[config.mk]
export PLATFORM = sky130hd
export DESIGN_NAME = aes_core_arbiter
export DESIGN_NICKNAME = d
export VERILOG_FILES = /design/src/rtl/aes_core_arbiter.sv
export SDC_FILE = /design/constraint.sdc
export NUM_CORES = 1
export LEC_CHECK = 0
export CORE_AREA = 8 8 402 404
export CTS_BUF_LIST = sky130_fd_sc_hd__clkbuf_16
export CTS_CLUSTER_SIZE = 30
export DETAILED_ROUTE_END_ITERATION = 7
export DIE_AREA = 0 0 410 412
export PLACE_DENSITY = 0.4
export RECOVER_POWER = 25
export SYNTH_ARGS = -nofsm -noshare
export SYNTH_HDL_FRONTEND = slang
export SYNTH_SLANG_ARGS = --single-unit
export TNS_END_PERCENT = 1
[constraint.sdc]
create_clock -name clk_i -period 19.8 [get_ports clk_i]
set_input_delay 3.96 -clock clk_i [delete_from_list [all_inputs] [get_ports clk_i]]
set_output_delay 3.96 -clock clk_i [all_outputs]
set_load 0.005 [all_outputs]
[src/rtl/aes_core_arbiter.sv]
// Two-requester arbiter sharing one AES core; one job in flight, response held until accepted.
// Define AES_ARB_RR_EN for round-robin grant; default build is fixed priority (requester 0 wins).
module aes_core_arbiter #(
    parameter int unsigned CORE_LAT = 1
) (
    input  logic         clk_i,
    input  logic         rst_i,
    input  logic [1:0]   req_valid_i,
    output logic [1:0]   req_ready_o,
    input  logic [255:0] req_key_i,
    input  logic [255:0] req_text_i,
    output logic [1:0]   rsp_valid_o,
    input  logic [1:0]   rsp_ready_i,
    output logic [127:0] rsp_data_o,
    output logic [127:0] core_key_o,
    output logic [127:0] core_text_o,
    input  logic [127:0] core_cipher_i,
    output logic         busy_o
);

    typedef enum logic [1:0] {StIdle, StWait, StResp} state_e;

    localparam logic [7:0] LatInit = 8'(CORE_LAT - 1);

    state_e       state_q, state_d;
    logic [7:0]   cnt_q, cnt_d;
    logic         grant_q, grant_d;
    logic [1:0]   rsp_valid_q, rsp_valid_d;
    logic [127:0] rsp_data_q, rsp_data_d;
    logic [127:0] key_q, key_d;
    logic [127:0] text_q, text_d;
    logic         gnt_idx;
    logic         accept;

`ifdef AES_ARB_RR_EN
    logic last_q, last_d;

    always_comb begin
        if (req_valid_i == 2'b11) begin
            gnt_idx = ~last_q;
        end else begin
            gnt_idx = req_valid_i[1];
        end
    end
`else
    always_comb gnt_idx = ~req_valid_i[0];
`endif

    assign accept      = (state_q == StIdle) && (req_valid_i != 2'b00);
    assign req_ready_o = accept ? (gnt_idx ? 2'b10 : 2'b01) : 2'b00;

    always_comb begin
        state_d     = state_q;
        cnt_d       = cnt_q;
        grant_d     = grant_q;
        rsp_valid_d = rsp_valid_q;
        rsp_data_d  = rsp_data_q;
        key_d       = key_q;
        text_d      = text_q;
`ifdef AES_ARB_RR_EN
        last_d      = last_q;
`endif
        case (state_q)
            StIdle: begin
                if (accept) begin
                    key_d   = gnt_idx ? req_key_i[255:128] : req_key_i[127:0];
                    text_d  = gnt_idx ? req_text_i[255:128] : req_text_i[127:0];
                    grant_d = gnt_idx;
                    cnt_d   = LatInit;
                    state_d = StWait;
`ifdef AES_ARB_RR_EN
                    last_d  = gnt_idx;
`endif
                end
            end
            StWait: begin
                if (cnt_q == 8'd0) begin
                    rsp_data_d  = core_cipher_i;
                    rsp_valid_d = grant_q ? 2'b10 : 2'b01;
                    state_d     = StResp;
                end else begin
                    cnt_d = cnt_q - 8'd1;
                end
            end
            StResp: begin
                // Only the granted requester's ready can release the response.
                if (rsp_ready_i[grant_q]) begin
                    rsp_valid_d = 2'b00;
                    state_d     = StIdle;
                end
            end
            default: state_d = StIdle;
        endcase
    end

    always_ff @(posedge clk_i or posedge rst_i) begin
        if (rst_i) begin
            state_q     <= StIdle;
            cnt_q       <= 8'd0;
            grant_q     <= 1'b0;
            rsp_valid_q <= 2'b00;
            rsp_data_q  <= '0;
            key_q       <= '0;
            text_q      <= '0;
`ifdef AES_ARB_RR_EN
            last_q      <= 1'b1;
`endif
        end else begin
            state_q     <= state_d;
            cnt_q       <= cnt_d;
            grant_q     <= grant_d;
            rsp_valid_q <= rsp_valid_d;
            rsp_data_q  <= rsp_data_d;
            key_q       <= key_d;
            text_q      <= text_d;
`ifdef AES_ARB_RR_EN
            last_q      <= last_d;
`endif
        end
    end

    assign rsp_valid_o = rsp_valid_q;
    assign rsp_data_o  = rsp_data_q;
    assign core_key_o  = key_q;
    assign core_text_o = text_q;
    assign busy_o      = (state_q != StIdle);

endmodule

==> metrics.cfg, run 1 <==
[status]
status=complete, but fails checks
violations=max-capacitance violations, max-slew violations

[sta]
finalHoldViolCount=0
finalCriticalPeriod_ns=13.24
setup_viol=0
post-route-period-util=0.668
maxSlewHeadroom=-2.17
fin_tns_setup_ns=0
finalMaxSlewViolations=382
rsz0062_at_grt=no
max_freq_mhz=75.6
tightest_slew_ns=4.73
setup_ws_ns=6.56
final.setup_skew_ns=0.0277

[job]
cap_violations=6

[placement]
hpwl_microns=102000
dp_slack_ns=10.10
placed_area_sq_um=30000
numPlacedInstances=4575
place_congestion=0.819
port_buffers=1034

[synth]
netlist_top_cells_area=dfrtp_1, o22ai_1, mux2_4, a21oi_1, mux2_2
synthFlopType=dfrtp_1
synth_edf_count=0
synth_top_area_frac=0.568
synthMostInstantiatedCell=dfrtp_1
synth-seq-area-share=0.568
syn-mean-instance-area_sq_um=10.9
ys_warn_count=0
synth_largest_area_cell=dfrtp_1
synthTopCellsByCount=dfrtp_1, o22ai_1, a21oi_1
synth_cells=1609
synthesis.area_sq_um=17500
synthArstFlopShare=1.00
ys_ff_latch=397
synth.distinct_cells=36
syn_nets=2257

[global_route]
grt_overflow_total=0
grt_pass1_vias=18900
grt_util_all_layers=0.146
grt_max_degree=100
antenna_found_initial=112
grt_first_pass_wirelength_microns=172000

[clock_tree]
root_buffer=clkbuf_16
postCtsHoldBufs=0
clk_pin_slew_ns=0.05
htreeDepth=2
cts_made_buffers=55
cts_setup_buffers=0
clockBufferDepth=3
cts_resized=0
tritoncts=done
clock-sinks=397
clkLatencyLatePin_ns=0.65

[critical_path]
cp_max_fo=81
cp_cell_sequence=clkbuf_1, o21ai_0, nor2_1, clkdlybuf4s50_1
endpoint_kind=primary output
worst_ep_arrival_time_ns=9.28
crit_family=buffers and inverters
critPathKind=input pin to primary output
critical_path_buf_inv_count=2
cp.required_ns=15.84
slowest_delay_ns=3.05
slowest_stage=clkbuf_1
start_kind=input pin

[floorplanning]
pin_count=1035
initial_utilization=0.113
die_h_microns=412
die-area_sq_um=169000
placementRows=145
die_w_microns=410
core_area_sq_um=155000

[layout]
fin_util=0.204
layout.cells.non_filler=4695
drive_gt1_frac=0.0848
fin_area_sq_um=31700
area_growth_pct=81.1
layout.nets=3222

[pwr]
ir_worst_vdd_v=0.0000708
p_switching_mw=1.72
powerDensity_nw_per_um2=147
clkPwrFrac=0.201
switching_share=0.369
internal_power_mw=2.95
p_leak_nw=12.2
pwr-share-comb=0.473
seqPwrFrac=0.326

[route]
firstDrtPassIters=5
wl_per_cell_microns=27.8
first_iter_violations=1008
vias=18100
drc=0
antenna_left=0
routed_wl_microns=131000
vias_per_cell=3.85

[worst_hold_path]
hp-class=flop to flop

-- tightest hold or removal path: stages, from the launching register on --
cell and delay (ns):
dfrtp_1 0.34, nand2_1 0.04, o21ai_0 0.06
-- flip-flops by register name, summed over array words and instances, names as in the netlist --
register	count
core_key_o	128
grant_q	1
state_q	2
core_text_o	128
rsp_valid_o	2
cnt_q	8
rsp_data_o	128
-- area by class of cell --
cell class / count / area [sq um]
Fill cell: 17200 / 123000
Clock buffer: 55 / 1380
Inverter: 7 / 37.5
Antenna cell: 18 / 45.0
Sequential cell: 397 / 9930
Multi-Input combinational cell: 1050 / 6870
Tap cell: 2058 / 2570
Timing Repair Buffer: 1063 / 10500
Clock inverter: 47 / 298
-- cells in the final DEF (no fill, tap or decap), types with 2 or more instances in the layout --
cell type	netlist	layout
nand2b_1	3	3
nand3b_1	2	2
clkinv_2	0	8
o21ai_0	105	106
a31oi_1	99	99
buf_4	1	27
ha_1	2	2
o22ai_1	314	314
a21oi_1	158	158
clkdlybuf4s50_1	0	910
mux2i_1	4	4
mux2_4	60	51
dfrtp_1	397	397
clkbuf_16	0	55
nand2_1	109	108
dlygate4sd3_1	0	122
o41ai_1	2	2
inv_1	6	18
and2_1	98	98
clkinv_16	0	3
clkinv_1	1	14
nor2b_1	2	2
a21o_1	2	2
clkinvlp_4	0	6
diode_2	0	18
mux2_1	5	14
mux2_2	63	63
nor2_1	8	7
and3_1	3	3
o311ai_0	2	2
clkbuf_1	117	4
-- through the flow --
stage	total power, mW	hold WS [ns]
6_report	4.67	0.473
3_3_place_gp	3.80	0.461
4_1_cts	4.80	0.482
2_1_floorplan	2.32	0.467
5_1_grt	4.99	0.496
3_5_place_dp	3.80	0.469
-- power groups by stage --
stage	clock (mW)	combinational, mW	sequential, mW
after detailed placement	0	2.28	1.53
final	0.941	2.21	1.52
after global placement	0	2.28	1.52
after CTS	0.992	2.29	1.52
after global routing	1.02	2.39	1.58
after floorplan	0	0.811	1.51
-- final timing paths --
kind	start	to	slack, ns	cells past startpoint
setup / recovery	req_valid_i[1]	req_ready_o[1]	6.56	4
hold / removal	core_key_o[53]	core_key_o[53]	0.47	2
setup reg to reg	state_q[1]	core_text_o[1]	14.84	7
hold reg to reg	core_key_o[53]	core_key_o[53]	0.47	2
max in group asynchronous	rst_i	core_text_o[108]	9.58	5
min in group asynchronous	rst_i	rsp_data_o[119]	5.17	2
-- logic make-up after synthesis --
group	Yosys count	synth area share
compound gates	686	0.227
flops	397	0.568
simple gates	230	0.0668
buf+inv	162	0.0389
mux	132	0.0975
fa+ha+maj	2	0.00143
-- metal layers --
layer,track usage,share of wire,vias to the layer above
met5,0,0.0012,-
met4,0.0372,0.026,24
met3,0.0596,0.091,247
met2,0.253,0.50,801
met1,0.165,0.38,8976
li1,-,-,8015
Power figures use the tool's default switching activity.
==> run 2, diff against run 1 <==
- PLACE_DENSITY: 0.4 -> 0.41
- clock period: 19.8 -> 11.1 ns (I/O delays scaled with it)
==> run 2 against run 1 <==
  * Highest routed layer unchanged
  * Register-to-register slack lost 11 ns
  * Combinational power up 78%
  * The run still ends with max-capacitance violations, max-slew violations left
  * Critical path type unchanged
  * Count of clock-buffer cells in the layout down 1
  * Worst hold slack better by 0.0036 ns
  * Clock power is 76% higher
  * Wire length is 0.60% lower
  * Worst setup slack worse by 3.5 ns
==> metrics.cfg, run 2 (synthesized netlist as in run 1, its figures left out) <==
[critical_path]
reg2reg_from=cnt_q[5]
start_kind=input pin
endpoint_kind=primary output
cp_max_fo=44  ; -46%
worst_ep_arrival_time_ns=5.80  ; -3.48 ns
critPathKind=input pin to primary output
r2r_cells=4  ; -3
r2r_end=rsp_data_o[9]
r2r_slack_ns=3.76  ; -11.08 ns
cp.required_ns=8.88  ; -6.96 ns

[floorplanning]
core_area_sq_um=155000  ; unchanged
initial_utilization=0.113  ; unchanged
die-area_sq_um=169000  ; unchanged
die_w_microns=410  ; unchanged
die_h_microns=412  ; unchanged
pin_count=1035  ; unchanged
placementRows=145  ; unchanged

[placement]
hpwl_microns=100000  ; -1.8%
place_congestion=0.836  ; +2.1%
port_buffers=1034  ; unchanged

[clock_tree]
postCtsHoldBufs=0  ; unchanged
clkLatencyLatePin_ns=0.63  ; -0.02 ns
clock-sinks=397  ; unchanged
htreeDepth=2  ; unchanged
cts_made_buffers=54  ; -1.8%
cts_resized=0  ; unchanged
cts_setup_buffers=0  ; unchanged
root_buffer=clkbuf_16
clockBufferDepth=3  ; unchanged
tritoncts=done
clk_pin_slew_ns=0.06  ; about the same

[worst_hold_path]
hp-class=flop to flop
min_to=core_key_o[34]
min_from=core_key_o[34]
holdPathStages=2  ; unchanged

[global_route]
antenna_found_initial=68  ; -39%
grt_pass1_vias=18800  ; -0.17%
grt_overflow_total=0  ; unchanged
grt_max_degree=152  ; +52%
grt_util_all_layers=0.144  ; -0.00155
grt_first_pass_wirelength_microns=171000  ; -0.44%

[route]
routed_wl_microns=130000  ; -0.60%
vias_per_cell=3.86  ; +0.21%
vias=18000  ; -0.30%
firstDrtPassIters=4  ; -1
drc=0  ; unchanged
antenna_left=0  ; unchanged
first_iter_violations=924  ; -8.3%
wl_per_cell_microns=27.8  ; about the same

[sta]
maxSlewHeadroom=-2.85  ; -0.672
post-route-period-util=0.722
finalCriticalPeriod_ns=8.02
rsz0062_at_grt=no
finalMaxSlewViolations=377  ; -1.3%
final.setup_skew_ns=0.0138  ; -0.0139 ns
fin_tns_setup_ns=0  ; unchanged
tightest_slew_ns=5.77  ; +1.03 ns
finalHoldViolCount=0  ; unchanged
max_freq_mhz=125
setup_viol=0  ; unchanged

[pwr]
ir_worst_vdd_v=0.000116  ; +64%
finalPower_mw=8.32  ; +78%
powerDensity_nw_per_um2=265  ; +79%
p_leak_nw=11.9  ; -2.3%

[layout]
area_growth_pct=79.7
most-common-layout-cells=clkdlybuf4s50_1, dfrtp_1, o22ai_1
layout.nets=3209  ; -0.40%
final_common_cell=clkdlybuf4s50_1
drive_gt1_frac=0.0642  ; -0.0206

[status]
violations=max-capacitance violations, max-slew violations
status=complete, but fails checks

[job]
cap_violations=5  ; -1

-- run 2: cell count changes in the layout (fill, tap and decap cells not counted), sizes merged --
cell / change
bufinv: +2
buf: -12
dlygate4sd3: -110
clkinvlp: -4
clkdlybuf4s25: +1
clkbuf: -2
clkinv: -2
clkdlybuf4s50: +110
diode: -7
-- run 2: stage by stage --
step | utilization | hold WS (ns) | cell area [sq um] | setup slack [ns] | std cells
floorplan | - | 0.467 | 17500 | 3.54 | 1609
global placement | 0.194 | 0.461 | 30000 | 4.88 | 4563
detailed placement | 0.194 | 0.469 | 30000 | 4.87 | 4563
CTS | 0.204 | 0.482 | 31700 | 4.85 | 4660
global route | 0.203 | 0.496 | 31400 | 2.66 | 4660
finish | 0.203 | 0.477 | 31400 | 3.08 | 4671
-- run 2: where the power goes --
group / switching, mW / total [mW] / internal, mW / leakage (nW)
clock network: 0.740 / 1.66 / 0.923 / 0.833
registers: 0.530 / 2.72 / 2.19 / 4.69
logic: 1.81 / 3.94 / 2.13 / 6.37
-- run 2: worst max-delay path by stage --
stage,startpoint,endpoint,slack [ns],cells past startpoint
after floorplan,rst_i,cnt_q[0],3.54,1
after global placement,req_valid_i[0],req_ready_o[0],4.88,4
after detailed placement,req_valid_i[0],req_ready_o[0],4.87,4
after CTS,req_valid_i[0],req_ready_o[0],4.85,4
after global routing,req_valid_i[0],req_ready_o[0],2.66,4
final,req_valid_i[0],req_ready_o[0],3.08,4
-- run 2: area by class of cell --
type	instances	area (sq um)
well taps	2058	2570
clock inverters	43	263
clock buffers	54	1350
flip-flops and latches	397	9930
inverters	7	40.0
multi-input cells	1050	6720
repair buffers	1051	10500
fillers	17100	124000
diodes	11	27.5
-- run 2: worst max-delay path, cell delays in order --
cell and delay (ns):
clkbuf_1 1.83, nand2_4 0.93, inv_1 0.21, clkdlybuf4s50_1 0.53
-- run 2: routing by layer --
layer / share of wire / vias to the layer above / global-route usage
met5: 0.0011 / - / 0
met3: 0.085 / 194 / 0.0550
met2: 0.51 / 699 / 0.258
li1: - / 7971 / -
met1: 0.39 / 9121 / 0.165
met4: 0.020 / 24 / 0.0243
==> run 3, diff against run 2 <==
- PLACE_DENSITY: 0.41 -> 0.4
- clock period: 11.1 -> 7.7 ns (I/O delays scaled with it)
==> run 3 against run 2 <==
  * The flow still finishes with violations (max-capacitance violations, max-slew violations)
  * Count of clock-buffer cells in the layout up 3
  * Combinational power up 40%
  * Worst setup slack worse by 0.60 ns
  * Cell count up 0.47%
  * Via count down 0.68%
  * Sequential power up 44%
  * Largest power group unchanged
==> metrics.cfg, run 3 (synthesized netlist as in run 1, its figures left out) <==
[status]
status=complete, but fails checks
violations=max-capacitance violations, max-slew violations

[critical_path]
slowest_delay_ns=2.31  ; +0.48 ns
reg2reg_from=cnt_q[5]
cp_cell_sequence=dlygate4sd3_1, clkinvlp_2, clkbuf_2
start_kind=input pin
startpoint=rst_i
slowest_stage=clkbuf_2
endpoint_kind=async pin
cp_max_fo=118  ; +170%
crit_family=buffers and inverters
cp.required_ns=7.64  ; -1.24 ns
critical_path_buf_inv_count=3  ; unchanged
worst_ep_arrival_time_ns=5.16  ; -0.64 ns
critPathKind=input pin to async pin

[global_route]
grt_first_pass_wirelength_microns=172000  ; +0.29%
grt_util_all_layers=0.146  ; +0.00141
grt_pass1_vias=18800  ; -0.24%
grt_max_degree=146  ; -3.9%
antenna_found_initial=61  ; -10%
grt_overflow_total=0  ; unchanged

[placement]
dp_slack_ns=2.87  ; -2.00 ns
place_congestion=0.810  ; -3.1%
hpwl_microns=102000  ; +1.1%
port_buffers=1034  ; unchanged

[clock_tree]
htreeDepth=2  ; unchanged
cts_resized=0  ; unchanged
tritoncts=done
clockBufferDepth=3  ; unchanged
postCtsHoldBufs=0  ; unchanged
cts_made_buffers=57  ; +5.6%
clk_pin_slew_ns=0.05  ; about the same
clock-sinks=397  ; unchanged
root_buffer=clkbuf_16
cts_setup_buffers=0  ; unchanged
clkLatencyLatePin_ns=0.64  ; about the same

[floorplanning]
die-area_sq_um=169000  ; unchanged
die_w_microns=410  ; unchanged
die_h_microns=412  ; unchanged
placementRows=145  ; unchanged
pin_count=1035  ; unchanged
initial_utilization=0.113  ; unchanged
core_area_sq_um=155000  ; unchanged

[sta]
finalMaxSlewViolations=409  ; +8.5%
setup_viol=0  ; unchanged
final.setup_skew_ns=0.0183  ; +0.00445 ns
maxSlewHeadroom=-1.33  ; +1.51
post-route-period-util=0.678
rsz0062_at_grt=no
setup_ws_ns=2.48  ; -0.605 ns
finalHoldViolCount=0  ; unchanged
tightest_slew_ns=3.50  ; -2.27 ns
max_freq_mhz=192
fin_tns_setup_ns=0  ; unchanged
finalCriticalPeriod_ns=5.22

[route]
routed_wl_microns=131000  ; +0.62%
antenna_left=0  ; unchanged
drc=0  ; unchanged
first_iter_violations=899  ; -2.7%
firstDrtPassIters=8  ; +4
vias_per_cell=3.81  ; -1.1%
vias=17900  ; -0.68%
wl_per_cell_microns=27.8  ; +0.15%

[pwr]
powerDensity_nw_per_um2=378  ; +43%
finalPower_mw=11.9  ; +43%
ir_worst_vdd_v=0.000154  ; +33%
p_leak_nw=11.9  ; -0.25%

[layout]
area_growth_pct=79.9
layout.nets=3216  ; +0.22%
drive_gt1_frac=0.0651  ; +0.000903
final_common_cell=clkdlybuf4s50_1
most-common-layout-cells=clkdlybuf4s50_1, dfrtp_1, o22ai_1
nFillCells=17100  ; -0.047%

[worst_hold_path]
min_from=core_key_o[82]
hp-class=flop to flop

[job]
cap_violations=4  ; -1

run 3: cell count changes in the layout (fill, tap and decap cells not counted), sizes merged:
cell / delta
diode: +12
clkdlybuf4s50: +10
dlygate4sd3: -10
buf: +4
clkbuf: +4
clkinvlp: +4
clkinv: +3
bufinv: -2
inv: -2
clkdlybuf4s25: -1
run 3: per-stage QoR:
stage / area (sq um) / utilization / instances / hold slack, ns
floorplan: 17500 / - / 1609 / 0.467
global placement: 30000 / 0.194 / 4567 / 0.462
detailed placement: 30000 / 0.194 / 4567 / 0.469
CTS: 31700 / 0.204 / 4670 / 0.481
global route: 31400 / 0.203 / 4681 / 0.489
finish: 31500 / 0.203 / 4693 / 0.472
run 3: cell type report:
class / instances / area, sq um / share of cell area
Timing Repair Buffer: 1055 / 10500 / 0.334
Multi-Input combinational cell: 1050 / 6680 / 0.212
Antenna cell: 23 / 57.6 / 0.00183
Clock buffer: 57 / 1430 / 0.0453
Tap cell: 2058 / 2570 / 0.0818
Inverter: 7 / 37.5 / 0.00119
Clock inverter: 46 / 249 / 0.00791
Sequential cell: 397 / 9930 / 0.316
run 3: worst paths after layout:
path	end	slack [ns]	cells past startpoint
max in group clk_i	rsp_data_o[56]	2.86	4
setup / recovery	core_key_o[90]	2.48	3
min in group asynchronous	rsp_data_o[124]	1.39	2
setup reg to reg	rsp_data_o[56]	2.86	4
hold reg to reg	core_key_o[82]	0.47	2
hold / removal	core_key_o[82]	0.47	2
run 3: metal layers:
layer | part of all wire | global-route usage
met5 | 0.00096 | 0
met4 | 0.028 | 0.0469
met2 | 0.50 | 0.251
met1 | 0.38 | 0.162
met3 | 0.093 | 0.0613
run 3: report_power, final:
group	leakage (nW)	internal, mW	total (mW)	switching (mW)
logic	6.33	3.01	5.53	2.52
registers	4.69	3.16	3.93	0.769
clock network	0.846	1.34	2.46	1.12
run 3: worst reg2reg max path: stages (launching register included):
cell and delay [ns]:
dfrtp_1 0.41, nor4_1 0.62, nand4_1 0.67, clkbuf_2 1.92
mux2_1 1.10
